### config.mk
export PLATFORM = sky130hd
export DESIGN_NAME = sha256_block_loader
export DESIGN_NICKNAME = d
export VERILOG_FILES = /design/src/rtl/sha256_block_loader.sv
export SDC_FILE = /design/constraint.sdc
export NUM_CORES = 1
export LEC_CHECK = 0
export CAP_MARGIN = 30
export CORE_MARGIN = 3
export CORE_UTILIZATION = 30
export CTS_BUF_LIST = sky130_fd_sc_hd__clkbuf_16
export DETAILED_ROUTE_END_ITERATION = 12
export MAX_ROUTING_LAYER = met4
export SYNTH_ARGS = -nofsm -noshare
export SYNTH_HDL_FRONTEND = slang
export SYNTH_SLANG_ARGS = --single-unit
### constraint.sdc
create_clock -name clk -period 1.9 [get_ports clk]
set_input_delay 0.38 -clock clk [delete_from_list [all_inputs] [get_ports clk]]
set_output_delay 0.38 -clock clk [all_outputs]
set_load 0.02 [all_outputs]
### src/rtl/sha256_block_loader.sv
// ---------------------------------------------------------------------------
// sha256_block_loader
//
// Front end of the simplified SHA-256 datapath. On start it reads
// NUM_OF_WORDS consecutive 32-bit message words from a word-wide synchronous
// memory, packs them into a 16-word block (words past NUM_OF_WORDS are zero),
// hands the block to the hash core through a start/done handshake and pulses
// done once the core has finished with it.
//
// Ports
//   clk            in   1    single clock, also forwarded to the memory
//   reset_n        in   1    asynchronous active-low reset
//   start          in   1    begin a load (only looked at while idle)
//   message_addr   in   16   word address of message word 0, taken with start
//   mem_clk        out  1    memory clock (= clk)
//   mem_we         out  1    memory write enable, always 0
//   mem_addr       out  16   registered read address
//   mem_read_data  in   32   read data, valid one cycle after its address
//   block_words    out  512  packed block, word k at [32*k +: 32]
//   sha_start      out  1    one-cycle launch pulse to the core
//   sha_done       in   1    core idle flag
//   busy           out  1    high whenever the loader is not idle
//   done           out  1    one-cycle pulse when the core has consumed the block
// ---------------------------------------------------------------------------
module sha256_block_loader #(
    parameter int NUM_OF_WORDS = 16
) (
    input  logic         clk,
    input  logic         reset_n,
    input  logic         start,
    input  logic [15:0]  message_addr,
    output logic         mem_clk,
    output logic         mem_we,
    output logic [15:0]  mem_addr,
    input  logic [31:0]  mem_read_data,
    output logic [511:0] block_words,
    output logic         sha_start,
    input  logic         sha_done,
    output logic         busy,
    output logic         done
);

    if (NUM_OF_WORDS < 1 || NUM_OF_WORDS > 16) begin : g_bad_num_of_words
        $error("sha256_block_loader: NUM_OF_WORDS must be in 1..16");
    end

    localparam logic [4:0] WORD_COUNT = 5'(NUM_OF_WORDS);
    localparam logic [4:0] LAST_IDX   = 5'(NUM_OF_WORDS - 1);

    typedef enum logic [2:0] {
        S_IDLE,
        S_READ,
        S_LAUNCH,
        S_WAIT_BUSY,
        S_WAIT_DONE,
        S_FINISH
    } state_t;

    state_t      state_reg;
    logic [4:0]  issue_cnt_reg;   // addresses handed to the memory so far
    logic [4:0]  cap_idx_reg;     // next block word to be written
    logic        cap_valid_reg;   // mem_read_data carries a word this cycle
    logic [1:0]  guard_cnt_reg;   // cycles the core stayed idle after a launch

    assign mem_clk = clk;
    assign mem_we  = 1'b0;

    // The core is launched with a registered pulse. Whenever the loader
    // enters or sits in LAUNCH, sha_start is loaded with the current
    // sha_done, so the pulse is visible in the first LAUNCH cycle in which
    // the core was idle at the preceding edge. A LAUNCH cycle that carries
    // the pulse moves on to WAIT_BUSY.
    always_ff @(posedge clk or negedge reset_n) begin
        if (!reset_n) begin
            state_reg     <= S_IDLE;
            mem_addr      <= 16'h0000;
            issue_cnt_reg <= 5'd0;
            cap_idx_reg   <= 5'd0;
            cap_valid_reg <= 1'b0;
            guard_cnt_reg <= 2'd0;
            sha_start     <= 1'b0;
            done          <= 1'b0;
            busy          <= 1'b0;
        end else begin
            unique case (state_reg)
                S_IDLE: begin
                    if (start) begin
                        mem_addr      <= message_addr;
                        issue_cnt_reg <= 5'd0;
                        cap_idx_reg   <= 5'd0;
                        cap_valid_reg <= 1'b0;
                        busy          <= 1'b1;
                        state_reg     <= S_READ;
                    end
                end

                S_READ: begin
                    // Address issue runs one cycle ahead of data capture.
                    if (issue_cnt_reg < WORD_COUNT) begin
                        mem_addr      <= mem_addr + 16'd1;
                        issue_cnt_reg <= issue_cnt_reg + 5'd1;
                        cap_valid_reg <= 1'b1;
                    end else begin
                        cap_valid_reg <= 1'b0;
                    end

                    if (cap_valid_reg) begin
                        cap_idx_reg <= cap_idx_reg + 5'd1;
                        if (cap_idx_reg == LAST_IDX) begin
                            cap_valid_reg <= 1'b0;
                            sha_start     <= sha_done;
                            state_reg     <= S_LAUNCH;
                        end
                    end
                end

                S_LAUNCH: begin
                    if (sha_start) begin
                        sha_start     <= 1'b0;
                        guard_cnt_reg <= 2'd0;
                        state_reg     <= S_WAIT_BUSY;
                    end else begin
                        sha_start <= sha_done;
                    end
                end

                S_WAIT_BUSY: begin
                    // A core that is still idle after four cycles never saw
                    // the pulse; go back and launch again.
                    if (!sha_done) begin
                        state_reg <= S_WAIT_DONE;
                    end else if (guard_cnt_reg == 2'd3) begin
                        guard_cnt_reg <= 2'd0;
                        sha_start     <= 1'b1;
                        state_reg     <= S_LAUNCH;
                    end else begin
                        guard_cnt_reg <= guard_cnt_reg + 2'd1;
                    end
                end

                S_WAIT_DONE: begin
                    if (sha_done) begin
                        done      <= 1'b1;
                        state_reg <= S_FINISH;
                    end
                end

                S_FINISH: begin
                    done      <= 1'b0;
                    busy      <= 1'b0;
                    state_reg <= S_IDLE;
                end

                default: begin
                    sha_start <= 1'b0;
                    done      <= 1'b0;
                    busy      <= 1'b0;
                    state_reg <= S_IDLE;
                end
            endcase
        end
    end

    // One register per block word. Words beyond NUM_OF_WORDS are constant
    // zero; the core applies the message padding itself. Captured words are
    // held until the next accepted start clears the block.
    for (genvar gi = 0; gi < 16; gi++) begin : g_word
        if (gi < NUM_OF_WORDS) begin : g_capture
            logic [31:0] word_reg;

            always_ff @(posedge clk or negedge reset_n) begin
                if (!reset_n) begin
                    word_reg <= 32'h0000_0000;
                end else if (state_reg == S_IDLE && start) begin
                    word_reg <= 32'h0000_0000;
                end else if (state_reg == S_READ && cap_valid_reg &&
                             cap_idx_reg == 5'(gi)) begin
                    word_reg <= mem_read_data;
                end
            end

            assign block_words[gi*32 +: 32] = word_reg;
        end else begin : g_zero
            assign block_words[gi*32 +: 32] = 32'h0000_0000;
        end
    end

endmodule
==> impl_results.md, run 1 <==
- Syn nets: 2,521
- Critical Path Most Common Cell: buf_6
- Combinational share of power: 40.0%
- Final slew viol count: 0
- Die ar.: 0.0777 mm2
- Non-Filler Instances: 4,087
- Ant diodes: 0
- Slowest library cell on the worst path: dfrtp_1
- Final Instance Area: 0.0326 mm2
- Max Clock Freq: 520 MHz
- Max reg flops: 512
- Initial core utilization: 30.4%
- Setup CP Type: reg2reg
- Vias in the first global route: 20,000
- Clock Pin Slew Worst Setup and Hold Paths: 0.06 ns
- Number of warnings issued by yosys: 0
- Avg WL per Cell: 23.4 um
- Min setup slack post-route: -0.0249 ns
- Cells after Synth: 2,461
- Pleak: 15.8 nW
- CP endpoint kind: flop
- I/O pins: 585
- CTS tree: done
- Flop pwr share: 35.1%
- Worst path arrival time: 2.53 ns
- PortBufs: 583
- DP HPWL: 63,500 um
- Max VDD drop: 0.876 mV
- WP data required: 2.51 ns
- Status: complete, but fails checks
- Leading cell type in the layout, fill and taps excluded: nand2_1
- Most frequent cells in the layout: nand2_1, dfrtp_1, a21oi_1
- Post-synth EDFFs: 0
- Die Ht: 279 um
- Tcrit/Tclk final: 101%
- Final Routed Wirelength: 95,500 um
- Area after DPL: 0.0307 mm2
- Switching share of total power: 39.8%
- RD Place Congestion: 0.818
- Top FF cell, synth: dfrtp_1
- Post-synthesis async set-or-reset flop share: 100%
- Unique masters post-synth: 56
- Global-route wire length before repair: 135,000 um
- Startpoint types: flop
- PD cells: 1450 mW/mm2
- Failing checks: setup timing
- Synthesized area: 0.0223 mm2
- P_int: 28.5 mW
- Share of cells above drive strength 1: 13.1%
- Hold Crit Class: in2async
- Mean area per synthesized cell: 9.07 um2
- Worst-path cell chain: buf_6 -> nor3b_4 -> buf_6 -> nand4_1 -> buf_4 -> buf_8 -> nand3_1 -> o21ai_0
- Sequential share of the synthesized area: 61.3%
- Synthesized flop and latch total: 547
- P&R area growth vs syn: 46.1%
- # DRC: 0
- Clock network fraction of design power: 24.9%
- Vias per Instance: 5.02
- Met3 Usage GRT: 7.68%
- Initial antenna violation count: 3
- Core Footprint: 0.0733 mm2
- Rows: 99
- Fin. Hold Viols: 0
- Chip width: 279 um
- Gr ovfl total: 0
- Sw Pwr: 18.8 mW
- Worst skew pair latency: 0.74 ns
- DP Cell Count: 3,940
- Largest net degree at the start of global routing: 65
- Max-cap viol count: 0
- Met1 Usage GRT: 29.0%
- Grt peak-use layer: met2
- Gr usage total: 23.8%
- Final min period: 1.92 ns
- 1st-iter DRT viols: 1,554
- Layout Nets: 3,140
- CP max stage delay: 0.43 ns
- Post-route ant nets: 0
- Vias: 20,500
- Met2 Track Usage GR: 37.5%
- RSZ-0062 raised after global routing: yes
- Clk_skew: 0.0289 ns
- Max Fanout on Critical Path: 32
- Final Setup Violations: 10
- Total power: 47.3 mW
- Detailed Routing Iterations Pass 1: 5
## power by group through the flow
stage	Combinational (mW)	Clock, mW	Sequential, mW
floorplan	6.38	0.0615	20.0
global placement	20.0	0.0707	16.8
detailed placement	20.1	0.0707	16.9
CTS	18.4	12.0	16.6
global route	20.4	12.5	17.0
finish	18.9	11.8	16.6
## Yosys cell counts, types with 2 or more instances
master | instances | area (um2)
nand2_1 | 887 | 3330
dfrtp_1 | 547 | 13700
a21oi_1 | 444 | 2220
clkbuf_1 | 131 | 492
nand3_1 | 118 | 591
o21ai_0 | 111 | 556
buf_2 | 69 | 345
buf_1 | 16 | 60.1
and3_1 | 11 | 68.8
nor2_1 | 11 | 41.3
inv_1 | 10 | 37.5
nand4_1 | 9 | 56.3
ha_1 | 8 | 100
nor2b_1 | 8 | 50.1
o22ai_1 | 7 | 43.8
buf_4 | 6 | 45.0
a2bb2oi_1 | 4 | 35.0
nor3_1 | 4 | 20.0
xor2_1 | 4 | 35.0
a22o_1 | 3 | 26.3
a31oi_1 | 3 | 18.8
a32o_1 | 3 | 30.0
and3b_1 | 3 | 26.3
o21ai_1 | 3 | 15.0
o32ai_1 | 3 | 26.3
a311oi_1 | 2 | 17.5
and4_1 | 2 | 17.5
buf_6 | 2 | 22.5
clkbuf_2 | 2 | 10.0
mux2i_1 | 2 | 20.0
o41ai_1 | 2 | 17.5
or4_1 | 2 | 15.0
## cells by family (layout without fill, tap and decap cells)
family          after synthesis  count (layout)  share of synthesized area, %
compound gates              587             587                          13.6
xor+xnor                      4               4                         0.157
fa+ha+maj                     8               8                         0.448
buf+inv                     237             904                          4.60
flops                       547             547                          61.3
mux                           4               4                         0.191
other cells                   1               1                        0.0168
simple gates               1073            1073                          19.7
## worst paths after layout
| path | startpoint | end | slack [ns] | cells past startpoint |
|---|---|---|---|---|
| min | reset_n | g_word[13].g_capture.word_reg[6]$_DFFE_PN0P_ | 0.17 | 2 |
| max reg2reg | state_reg[2]$_DFFE_PN0P_ | g_word[11].g_capture.word_reg[27]$_DFFE_PN0P_ | -0.02 | 8 |
| min reg2reg | g_word[7].g_capture.word_reg[6]$_DFFE_PN0P_ | g_word[7].g_capture.word_reg[6]$_DFFE_PN0P_ | 0.49 | 2 |
| max in group asynchronous | reset_n | mem_addr[7]$_DFFE_PN0P_ | 0.94 | 4 |
| min in group clk | message_addr[1] | mem_addr[1]$_DFFE_PN0P_ | 0.24 | 3 |
| max | state_reg[2]$_DFFE_PN0P_ | g_word[11].g_capture.word_reg[27]$_DFFE_PN0P_ | -0.02 | 8 |
## routing by layer
metal | vias to the layer above | part of all wire [%]
li1 | 9372 | -
met1 | 10200 | 40
met2 | 826 | 47
met3 | 167 | 9.6
met4 | 0 | 3.4
met5 | - | 0
## area by class of cell
type | count | area [um2]
Inverter | 10 | 37.5
Tap cell | 959 | 1200
Fill cell | 7158 | 40700
Clock inverter | 50 | 422
Timing Repair Buffer | 781 | 7920
Clock buffer | 63 | 1560
Sequential cell | 547 | 13700
Multi-Input combinational cell | 1677 | 7780
## critical path: cells and delay by family (launching register included)
family	cells	cell delay [ns]
AO/OA/AOI/OAI	1	0.08
flip-flops	1	0.43
AND/OR/NAND/NOR	3	0.56
buffers and inverters	4	0.71
## stage by stage
| step | utilization [%] | TNS, ns | worst slack (ns) | hold WS (ns) |
|---|---|---|---|---|
| 3_5_place_dp | 41.9 | -51.74 | -0.203 | 0.326 |
| 2_1_floorplan | - | 0 | 0.0662 | 0.0844 |
| 6_report | 44.5 | -0.104 | -0.0249 | 0.172 |
| 5_1_grt | 44.5 | -4.12 | -0.132 | 0.159 |
| 3_3_place_gp | 41.9 | -37.10 | -0.226 | 0.328 |
| 4_1_cts | 43.9 | 0 | 0.000175 | 0.139 |
## repair_timing
action,CTS,global route
setup endpoints to repair,567,546
hold buffers,1,0
hold endpoints to repair,364,0
resized for setup,690,180
cloned,0,14
setup buffers,1,19
pin swaps,0,9
No activity file was read; power rests on OpenSTA's default activity.
==> run 2, diff against run 1 <==
Settings changed: CORE_AREA from default to 3 3 224 226, CORE_MARGIN 3 to default, CORE_UTILIZATION 30 to default, DIE_AREA from default to 0 0 227 229, PLACE_DENSITY from default to 0.76.
==> run 2 against run 1 <==
Against the previous run: global-route usage is 9.6 points higher; utilization is 20 points higher; worst setup slack worse by 0.044 ns; the flow still finishes with violations (setup timing); combinational power is 4% lower; routed wire length is 7.9% lower; register-to-register slack worse by 0.04 ns; clock skew hardly changed; critical path depth is 3 lower; cell count is 9.7% lower; sequential power hardly changed; sequential share of layout area is 2.0 points higher; cell area is 4.5% lower.
==> impl_results.md, run 2 (synthesis gave the netlist of run 1 again) <==
- Status: complete, but fails checks
- Failing checks: setup timing
- Pleak: 15.8 nW
- Area after DPL: 0.0297 mm2
- Startpoint types: flop
- Most frequent cells in the layout: nand2_1, dfrtp_1, dlygate4sd2_1
- Setup CP Type: reg2reg
- Gr usage total: 33.4%
- Max VDD drop: 0.894 mV
- Top Family by Delay on Critical Path: simple AND/OR/NAND/NOR gates
- Min setup slack post-route: -0.0684 ns
- CP max stage delay: 0.65 ns
- Reg2reg end: mem_addr[11]$_DFFE_PN0P_
- Clk_skew: 0.0294 ns
- Fin. Hold Viols: 0
- R2R cell count: 5
- PortBufs: 583
- Die ar.: 0.0520 mm2
- Final min period: 1.97 ns
- Max-cap viol count: 0
- # fillers: 4,053
- Hold Crit Class: in2async
- Die Ht: 229 um
- DP Worst Slack: -0.268 ns
- Utilization after layout: 64.1%
- Chip width: 227 um
- Largest net degree at the start of global routing: 101
- Rows: 81
- Final TNS setup: -0.0779 ns
- Clock Pin Slew Worst Setup and Hold Paths: 0.07 ns
- Detailed Routing Iterations Pass 1: 5
- Reg2Reg Setup Slack: -0.07 ns
- Max Fanout on Critical Path: 6
- Post-route ant nets: 0
- Worst skew pair latency: 0.74 ns
- Gr ovfl total: 0
- Global-route wire length before repair: 128,000 um
- Final Instance Area: 0.0311 mm2
- Leading cell type in the layout, fill and taps excluded: nand2_1
- I/O pins: 585
- Slowest library cell on the worst path: or4b_4
- Worst r2r src: state_reg[2]$_DFFE_PN0P_
- Layout Nets: 3,089
- Initial antenna violation count: 3
- PD cells: 1470 mW/mm2
- Critical Path Start: state_reg[2]$_DFFE_PN0P_
- Avg WL per Cell: 23.8 um
- Max Clock Freq: 508 MHz
- CP endpoint kind: flop
- CTS tree: done
- Max reg flops: 512
- P&R area growth vs syn: 39.5%
- WP data required: 2.50 ns
- Fin Hold WS: 0.164 ns
- WP depth: 5
- Share of cells above drive strength 1: 8.97%
- Final slew viol count: 0
- Final Setup Violations: 4
- Vias: 21,400
- DP HPWL: 57,800 um
- 1st-iter DRT viols: 2,344
- Initial core utilization: 46.0%
- Core Footprint: 0.0485 mm2
- Final Routed Wirelength: 88,000 um
- Buf/Inv on CP: 1
- Vias in the first global route: 20,700
- RD Place Congestion: 0.879
- Worst-path cell chain: buf_4 -> or4b_4 -> or3_1 -> o21ai_1 -> nor3_1
- RSZ-0062 raised after global routing: yes
- Tcrit/Tclk final: 104%
- Worst path arrival time: 2.57 ns
- Vias per Instance: 5.79
- # DRC: 0
-- run 2: cell types whose count changed in the layout (fill, tap and decap cells not counted), moves of 6 or more --
| cell | before | now |
|---|---|---|
| and3_1 | 5 | 11 |
| buf_12 | 81 | 56 |
| buf_4 | 94 | 77 |
| clkbuf_2 | 38 | 11 |
| clkdlybuf4s15_1 | 125 | 38 |
| clkdlybuf4s15_2 | 27 | 9 |
| clkinv_2 | 8 | 1 |
| dlygate4sd2_1 | 334 | 467 |
| nand2_1 | 879 | 886 |
| nand3_1 | 110 | 116 |
| nand3_2 | 8 | 2 |
-- run 2: worst reg2reg max path, stage by stage (launching register included) --
cell     delay (ns)
dfrtp_2        0.44
buf_4          0.19
or4b_4         0.65
or3_1          0.38
o21ai_1        0.10
nor3_1         0.09
-- run 2: report_power, final --
group          switching, mW  internal (mW)  total, mW
Combinational           11.7           6.53       18.2
Sequential              2.11           14.7       16.8
Clock                   4.70           6.13       10.8
-- run 2: timing repair --
action / in CTS / in global routing
resized for setup: 587 / 87
hold buffers: 1 / 0
endpoints found under the setup margin: 787 / 235
endpoints found under the hold margin: 269 / 0
buffers inserted: 0 / 8
gates cloned: 0 / 8
pin swaps: 0 / 4
-- run 2: layout make-up --
class                      count  area, um2  area share, %
timing repair buffer         733       7150           23.0
antenna                        3       7.51         0.0241
inverter                      10       37.5          0.121
clock inverter                39        290          0.932
tap                          622        778           2.50
clock buffer                  60       1490           4.77
sequential                   547      13700           44.0
multi-input combinational   1678       7700           24.7
-- run 2: routing by layer --
metal,track usage (%),routed length (um),up-vias
met4,14.4,3980,0
met5,-,0,-
met1,42.2,33000,10500
li1,-,-,9248
met2,50.7,41100,1341
met3,9.14,9990,255
-- run 2: worst max-delay path by stage --
stage / end
CTS: g_word[11].g_capture.word_reg[15]$_DFFE_PN0P_
detailed placement: g_word[8].g_capture.word_reg[10]$_DFFE_PN0P_
global route: mem_addr[11]$_DFFE_PN0P_
finish: mem_addr[11]$_DFFE_PN0P_
floorplan: mem_addr[15]$_DFFE_PN0P_
global placement: g_word[12].g_capture.word_reg[21]$_DFFE_PN0P_
-- run 2: stage by stage --
stage / std cells / power [mW]
floorplan: 2461 / 26.5
global placement: 3574 / 36.1
detailed placement: 3574 / 36.6
CTS: 3673 / 45.4
global route: 3692 / 48.0
finish: 3692 / 45.8
==> run 3, diff against run 2 <==
Clock period 1.9 ns to 2.18 ns, I/O delays scaled along.
==> run 3 against run 2 <==
Against the previous run: worst hold slack better by 0.077 ns; cell area is 0.20% higher; critical path depth is 4 lower; register-to-register slack better by 0.19 ns; routed wire length is 3.1% lower; highest routed layer unchanged; first-iteration DRC count is 2.2% lower; the run now ends clean; die area stayed put; non-clock buffer count is 24 lower.
==> impl_results.md, run 3 (synthesis gave the netlist of run 1 again) <==
- Vias in the first global route: 20,900
- Area after DPL: 0.0293 mm2
- Final min period: 2.16 ns
- Top Family by Delay on Critical Path: buffers and inverters
- DP HPWL: 57,600 um
- CP endpoint kind: output pin
- Max Fanout on Critical Path: 2
- Final Instance Area: 0.0312 mm2
- Largest net degree at the start of global routing: 129
- Initial core utilization: 46.0%
- CP max stage delay: 0.68 ns
- Global-route wire length before repair: 128,000 um
- I/O pins: 585
- Hold Crit Class: in2async
- Most frequent cells in the layout: nand2_1, dfrtp_1, a21oi_1
- PD cells: 1280 mW/mm2
- Buf/Inv on CP: 1
- PortBufs: 583
- WP data required: 1.74 ns
- Relative slew slack: 56.3%
- Min setup slack post-route: 0.0206 ns
- Utilization after layout: 64.3%
- Status: finished, final reports clean
- Worst-path cell chain: clkdlybuf4s50_1
- Initial antenna violation count: 4
- Fin Hold WS: 0.241 ns
- Max reg flops: 512
- Met2 Track Usage GR: 50.8%
- Clk_skew: 0.0211 ns
- Max-cap viol count: 0
- Detailed Routing Iterations Pass 1: 5
- Rows: 81
- Vias: 21,000
- Layout Nets: 3,063
- Met3 Usage GRT: 9.10%
- P&R area growth vs syn: 39.8%
- DP Worst Slack: -0.0613 ns
- Vias per Instance: 5.73
- Met1 Usage GRT: 42.0%
- Final Setup Violations: 0
- Worst skew pair latency: 0.72 ns
- Core Footprint: 0.0485 mm2
- Max Clock Freq: 463 MHz
- Share of cells above drive strength 1: 7.36%
- Die Ht: 229 um
- RD Place Congestion: 0.895
- Worst slew pin tran: 0.655 ns
- 1st-iter DRT viols: 2,293
- Setup CP Type: reg2out
- Slowest library cell on the worst path: clkdlybuf4s50_1
- Worst path arrival time: 1.72 ns
- Max VDD drop: 0.894 mV
- Pleak: 16.3 nW
- Tcrit/Tclk final: 99.1%
- Total power: 39.9 mW
- Gr usage total: 33.2%
- Startpoint types: flop
- Die ar.: 0.0520 mm2
- Final Routed Wirelength: 85,300 um
- Chip width: 227 um
- Fin. Hold Viols: 0
- Leading cell type in the layout, fill and taps excluded: nand2_1
- Avg WL per Cell: 23.2 um
- Final slew viol count: 0
- Grt peak-use layer: met2
- # DRC: 0
- Post-route ant nets: 0
- Gr ovfl total: 0
- Clock Pin Slew Worst Setup and Hold Paths: 0.06 ns
- CTS tree: done
run 3: cell types whose count changed in the layout (fill, tap and decap cells not counted), moves of 8 or more:
| cell | delta |
|---|---|
| clkdlybuf4s50_1 | +242 |
| o21ai_0 | +11 |
| buf_2 | -8 |
| clkdlybuf4s15_1 | -38 |
| buf_6 | -10 |
| o21ai_1 | -10 |
| clkdlybuf4s15_2 | -9 |
| dlymetal6s2s_1 | +131 |
| clkbuf_2 | -11 |
| clkinv_2 | +14 |
| dlygate4sd2_1 | -308 |
| buf_12 | -23 |
| buf_4 | +16 |
run 3: per-layer routing:
| layer | wire length [um] | part of all wire, % |
|---|---|---|
| met2 | 39800 | 47 |
| met5 | 0 | 0 |
| met1 | 32100 | 38 |
| met3 | 9500 | 11 |
| met4 | 3850 | 4.5 |
run 3: layout make-up:
| cell class | instances | area (um2) |
|---|---|---|
| diodes | 4 | 10.0 |
| flip-flops and latches | 547 | 13700 |
| fillers | 3877 | 17300 |
| multi-input cells | 1677 | 7650 |
| well taps | 622 | 778 |
| clock inverters | 43 | 250 |
| clock buffers | 59 | 1460 |
| inverters | 10 | 37.5 |
| repair buffers | 709 | 7330 |
run 3: per-stage QoR:
step / TNS [ns] / std cells
detailed placement: -0.337 / 3565
finish: 0 / 3671
global route: -0.0225 / 3671
CTS: 0 / 3667
floorplan: 0 / 2461
global placement: 0 / 3565
run 3: timing repair:
action                                 in CTS  in global routing
hold buffers                                1                  0
gates resized for setup                   159                133
endpoints found under the hold margin      51                  0
setup endpoints to repair                 159                146
setup buffers                               0                  0
run 3: worst paths after layout:
check	startpoint	to	slack [ns]	cells after the start
min in group clk	message_addr[1]	mem_addr[1]$_DFFE_PN0P_	0.31	3
max	g_word[0].g_capture.word_reg[25]$_DFFE_PN0P_	block_words[25]	0.02	1
max in group asynchronous	reset_n	g_word[8].g_capture.word_reg[12]$_DFFE_PN0P_	1.09	4
min	reset_n	g_word[14].g_capture.word_reg[29]$_DFFE_PN0P_	0.24	2
max reg2reg	state_reg[2]$_DFFE_PN0P_	g_word[7].g_capture.word_reg[11]$_DFFE_PN0P_	0.12	5
min reg2reg	g_word[3].g_capture.word_reg[13]$_DFFE_PN0P_	g_word[3].g_capture.word_reg[13]$_DFFE_PN0P_	0.51	2
run 3: power by group:
group | switching [mW] | internal (mW) | total [mW]
sequential | 1.92 | 12.8 | 14.7
combinational | 9.85 | 6.25 | 16.1
clock | 4.05 | 5.05 | 9.10
total | 15.8 | 24.1 | 39.9
